==> src/rtl/feed_arbiter_pkg.sv <==
// ============================================================================
// feed_arbiter_pkg : shared types for the market-data feed arbiter
// Rev 1.0
// ============================================================================
`default_nettype none

package feed_arbiter_pkg;

    typedef enum logic [1:0] {
        ARB = 2'd0,
        FWD = 2'd1,
        GAP = 2'd2
    } arb_state_t;

    // Width of a feed index; never zero even for a degenerate single feed.
    function automatic int feed_id_w(input int num_feeds);
        return (num_feeds > 1) ? $clog2(num_feeds) : 1;
    endfunction

endpackage

`default_nettype wire

==> src/rtl/rr_arbiter.sv <==
// ============================================================================
// rr_arbiter : combinational rotate-priority pick starting after 'last'
// Rev 1.0
// ============================================================================
`default_nettype none

module rr_arbiter
    import feed_arbiter_pkg::*;
#(
    parameter int NUM_FEEDS = 4,
    parameter int ID_W      = feed_id_w(NUM_FEEDS)
) (
    input  logic [NUM_FEEDS-1:0] req,
    input  logic [ID_W-1:0]      last,
    output logic [ID_W-1:0]      gnt_id,
    output logic                 gnt_valid
);

    function automatic int wrap_idx(input int base, input int off);
        return (base + off) % NUM_FEEDS;
    endfunction

    always_comb begin
        gnt_id    = '0;
        gnt_valid = 1'b0;
        // Scan farthest-first so the requester nearest after 'last' overwrites the rest.
        for (int k = NUM_FEEDS; k >= 1; k--) begin
            if (req[wrap_idx(int'(last), k)]) begin
                gnt_id    = ID_W'(wrap_idx(int'(last), k));
                gnt_valid = 1'b1;
            end
        end
    end

endmodule

`default_nettype wire

==> src/rtl/feed_arbiter.sv <==
// ============================================================================
// feed_arbiter : round-robin, message-locked sharing of one byte parser
// Rev 1.0
// ============================================================================
`default_nettype none

module feed_arbiter
    import feed_arbiter_pkg::*;
#(
    parameter int NUM_FEEDS = 4,
    parameter int CNT_W     = 16
) (
    input  logic                         clk,
    input  logic                         reset,
    input  logic [NUM_FEEDS-1:0][7:0]    feed_byte,
    input  logic [NUM_FEEDS-1:0]         feed_valid,
    input  logic [NUM_FEEDS-1:0]         feed_last,
    output logic [NUM_FEEDS-1:0]         feed_ready,
    input  logic                         fifo_full,
    output logic [7:0]                   byte_out,
    output logic                         byte_valid_out,
    output logic [$clog2(NUM_FEEDS)-1:0] grant_id,
    output logic                         busy,
    output logic [CNT_W-1:0]             msg_count
);

    localparam int                   FEED_ID_W    = feed_id_w(NUM_FEEDS);
    localparam logic [FEED_ID_W-1:0] C_LAST_RESET = FEED_ID_W'(NUM_FEEDS - 1);

    arb_state_t           r_state;
    logic [FEED_ID_W-1:0] r_last;
    logic [FEED_ID_W-1:0] w_gnt_id;
    logic                 w_gnt_valid;
    logic                 w_accept;
    logic                 w_accept_last;

    rr_arbiter #(
        .NUM_FEEDS (NUM_FEEDS),
        .ID_W      (FEED_ID_W)
    ) u_rr (
        .req       (feed_valid),
        .last      (r_last),
        .gnt_id    (w_gnt_id),
        .gnt_valid (w_gnt_valid)
    );

    always_comb begin
        feed_ready = '0;
        if (r_state == FWD) begin
            feed_ready[grant_id] = 1'b1;
        end
    end

    assign w_accept      = (r_state == FWD) && feed_valid[grant_id];
    assign w_accept_last = w_accept && feed_last[grant_id];
    assign busy          = (r_state == FWD);

    always_ff @(posedge clk) begin
        if (reset) begin
            r_state        <= ARB;
            r_last         <= C_LAST_RESET;
            grant_id       <= '0;
            byte_out       <= '0;
            byte_valid_out <= 1'b0;
            msg_count      <= '0;
        end else begin
            byte_valid_out <= w_accept;
            if (w_accept) begin
                byte_out <= feed_byte[grant_id];
            end
            case (r_state)
                ARB: begin
                    // A full message FIFO blocks only the start of a new message.
                    if (!fifo_full && w_gnt_valid) begin
                        grant_id <= w_gnt_id;
                        r_last   <= w_gnt_id;
                        r_state  <= FWD;
                    end
                end
                FWD: begin
                    if (w_accept_last) begin
                        msg_count <= msg_count + CNT_W'(1);
                        r_state   <= GAP;
                    end
                end
                GAP: begin
                    r_state <= ARB;
                end
                default: begin
                    r_state <= ARB;
                end
            endcase
        end
    end

endmodule

`default_nettype wire

==> config.mk <==
export PLATFORM = sky130hd
export DESIGN_NAME = feed_arbiter
export DESIGN_NICKNAME = d
export VERILOG_FILES = /design/src/rtl/feed_arbiter_pkg.sv /design/src/rtl/rr_arbiter.sv /design/src/rtl/feed_arbiter.sv
export SDC_FILE = /design/constraint.sdc
export NUM_CORES = 1
export LEC_CHECK = 0
export CAP_MARGIN = 0
export CORE_AREA = 4 4 60 62
export DETAILED_ROUTE_END_ITERATION = 10
export DIE_AREA = 0 0 64 66
export DONT_BUFFER_PORTS = 1
export MAX_ROUTING_LAYER = met4
export PLACE_DENSITY_LB_ADDON = 0.12
export SLEW_MARGIN = 20
export SYNTH_ARGS = -nofsm -noshare
export SYNTH_HDL_FRONTEND = slang
export SYNTH_SLANG_ARGS = --single-unit
==> constraint.sdc <==
create_clock -name clk -period 2.5 [get_ports clk]
set_input_delay 0.375 -clock clk [delete_from_list [all_inputs] [get_ports clk]]
set_output_delay 0.375 -clock clk [all_outputs]
set_load 0.01 [all_outputs]
==> out/metrics.cfg <==
[synthesis]
synth_ff_type=dfxtp_1
synthArstFlopShare_pct=0
synth_enable_flop_cells=0
syn_inst=194
yosys.area.top_type=dfxtp_1
yosys_warnings=0
synth.avg_cell_area_sq_um=9.21
syn_nets=238
ys_ff_latch=31
ys_types=40
syn_area_sq_mm=0.00179
ys_seq_area_share_pct=34.7
yosysTopAreaCellShare_pct=34.7
synth_area_leaders=dfxtp_1 (35%), mux4_2 (10%), mux2i_1 (7.3%)

[placement]
gp_congestion=0.758
numPortBuffers=0
dp_hpwl_um=3090
post_dp_cell_area_sq_mm=0.00179

[final_layout]
final_area_sq_mm=0.00184
area_growth_pct=3.15
drive_gt1_share_pct=13.8
diodes=0
fillers=266
nets=232

[sta]
skew_ps=5.50
slew_viol_final=0
setup_viol=0
fmax_mhz=513
fin_tns_setup_ps=0
rsz0062_at_grt=no
hold_viol=0
slew_headroom_pct=45.6
tightestPinTransition_ps=805
timing.final.crit_share_pct=78.0
min_period_ps=1950

[clock_tree]
cts_tree=done
insertion_delay_ps=340
cts.path.max_buffers=2
cts_sinks=31
worst_setup_hold_path_clk_slew_ps=100
h-tree-depth=2
cts_resized=0
post_cts_buffers=0
cts_buffers=5
root_buffer=clkbuf_4
hold_buffers=0

[detailed_routing]
ant_nets=0
vias=1513
viasPerCell=6.49
wl_per_cell_um=18.6
dr.pass1.iters=4
drtIter0Drc=84
routed_wl_um=4330
drc=0

[global_routing]
grt_pass1_vias=1384
antenna_found_initial=0
grt_use_total_pct=21.0
grt_max_degree=35
grt_overflow_total=0
grt_pass1_wl_um=6690

[power]
ir_drop_mv=0.333
leakagePower_nw=0.597
p_per_area_mw_per_mm2=539
fin_total_pwr_mw=0.993

[die]
dieWidth_um=64
die_area_sq_mm=0.00422
die_y_um=66
core_sq_mm=0.00303
initial_core_util_pct=59.0
rows=20
io_pins=75

[worst_setup_path]
critical_path_class=reg2reg
cp-start-kind=flip-flop
path_max_fanout=31
worstPathRequired_ps=2730
arrival_ps=2180
end_kind=flip-flop

[hold_path]
hold_path_class=in2reg

[flow_run]
max-cap-violations=0

[run_status]
outcome=completed

-- worst paths after layout --
path | start | to | slack (ps) | cells after the start
worst max-delay path | r_state[0]$_SDFFE_PP0P_ | msg_count[15]$_SDFFE_PP0P_ | 550 | 4
worst min-delay path | reset | msg_count[6]$_SDFFE_PP0P_ | 100 | 1
worst max register to register | r_state[0]$_SDFFE_PP0P_ | msg_count[15]$_SDFFE_PP0P_ | 550 | 4
worst min register to register | msg_count[12]$_SDFFE_PP0P_ | msg_count[12]$_SDFFE_PP0P_ | 550 | 2
-- per-stage QoR --
| stage | utilization (%) | worst slack [ps] | cells | hold WS [ps] |
|---|---|---|---|---|
| final | 60.9 | 550 | 233 | 101 |
| after global routing | 60.9 | 411 | 233 | 63.2 |
| after CTS | 60.9 | 540 | 233 | 87.5 |
| after detailed placement | 59.1 | 549 | 225 | 451 |
| after global placement | 59.1 | 619 | 225 | 449 |
| after floorplan | - | 508 | 194 | 504 |
-- where the power goes --
part	internal, mW	switching, mW	total (mW)
registers	0.514	0.0269	0.540
logic	0.0815	0.0899	0.171
clock network	0.104	0.176	0.281
total	0.699	0.293	0.993
-- cells in the mapped netlist (2+ instances only) --
library cell   n
a21oi_1       19
and2_1         2
and3_1         2
and4_1         3
buf_1          4
buf_2          5
clkbuf_1       6
dfxtp_1       31
inv_1          4
mux2_2         4
mux2i_1       13
mux4_2         8
nand2_1        6
nand2b_1       3
nand3_1        3
nand3b_1       2
nand4_1        7
nor2_1        17
nor2b_1        5
nor3_1         4
o21ai_0        5
o31ai_1       11
or3_1          2
or4_1         12
-- registers in the layout, summed over array words and instances (netlist names) --
name / count
byte_out: 8
byte_valid_out: 1
grant_id: 2
msg_count: 16
r_last: 2
r_state: 2
-- cells by family after synthesis --
kind of cell | Yosys count | synth area share (%)
DFF | 31 | 34.7
AOI/OAI and AO/OA | 44 | 15.7
muxes | 25 | 19.9
adders and majority gates | 1 | 0.700
buffers and inverters | 20 | 4.97
and+or+nand+nor | 73 | 24.0
-- layout by cell type, fill, tap and decap left out, drive strengths merged, types with 2 or more instances in the layout --
cell / count
o21ai: 5
mux2: 4
mux4: 8
nand3: 3
nor2: 17
buf: 3
mux2i: 13
or3b: 2
clkbuf: 5
dfxtp: 31
nor2b: 5
nand4: 7
and2: 2
and4: 3
or3: 2
nand2: 6
clkinv: 3
inv: 4
nand2b: 3
a21oi: 19
o31ai: 11
nand3b: 2
and3: 2
or4: 12
nor3: 4
-- worst max-delay path, cell delays in order (launching register included) --
cell and delay (ps):
dfxtp_1 380, or3b_4 430, o22a_4 320, nor4_1 350, mux2_2 370
-- layout make-up --
cell class | count | area (sq um) | area share (%)
clock inverter | 3 | 15.0 | 0.815
inverter | 4 | 15.0 | 0.815
tap | 44 | 55.1 | 2.99
multi-input combinational | 143 | 1080 | 58.5
timing repair buffer | 3 | 22.5 | 1.22
clock buffer | 5 | 37.5 | 2.04
sequential | 31 | 621 | 33.7
-- routing by layer --
metal | track usage [%] | vias to the layer above | share of wire [%]
li1 | - | 726 | -
met1 | 22.6 | 698 | 39
met2 | 35.0 | 80 | 49
met3 | 8.33 | 9 | 10
met4 | 7.55 | 0 | 1.3
met5 | - | - | 0
(Power assumes the default switching activity.)
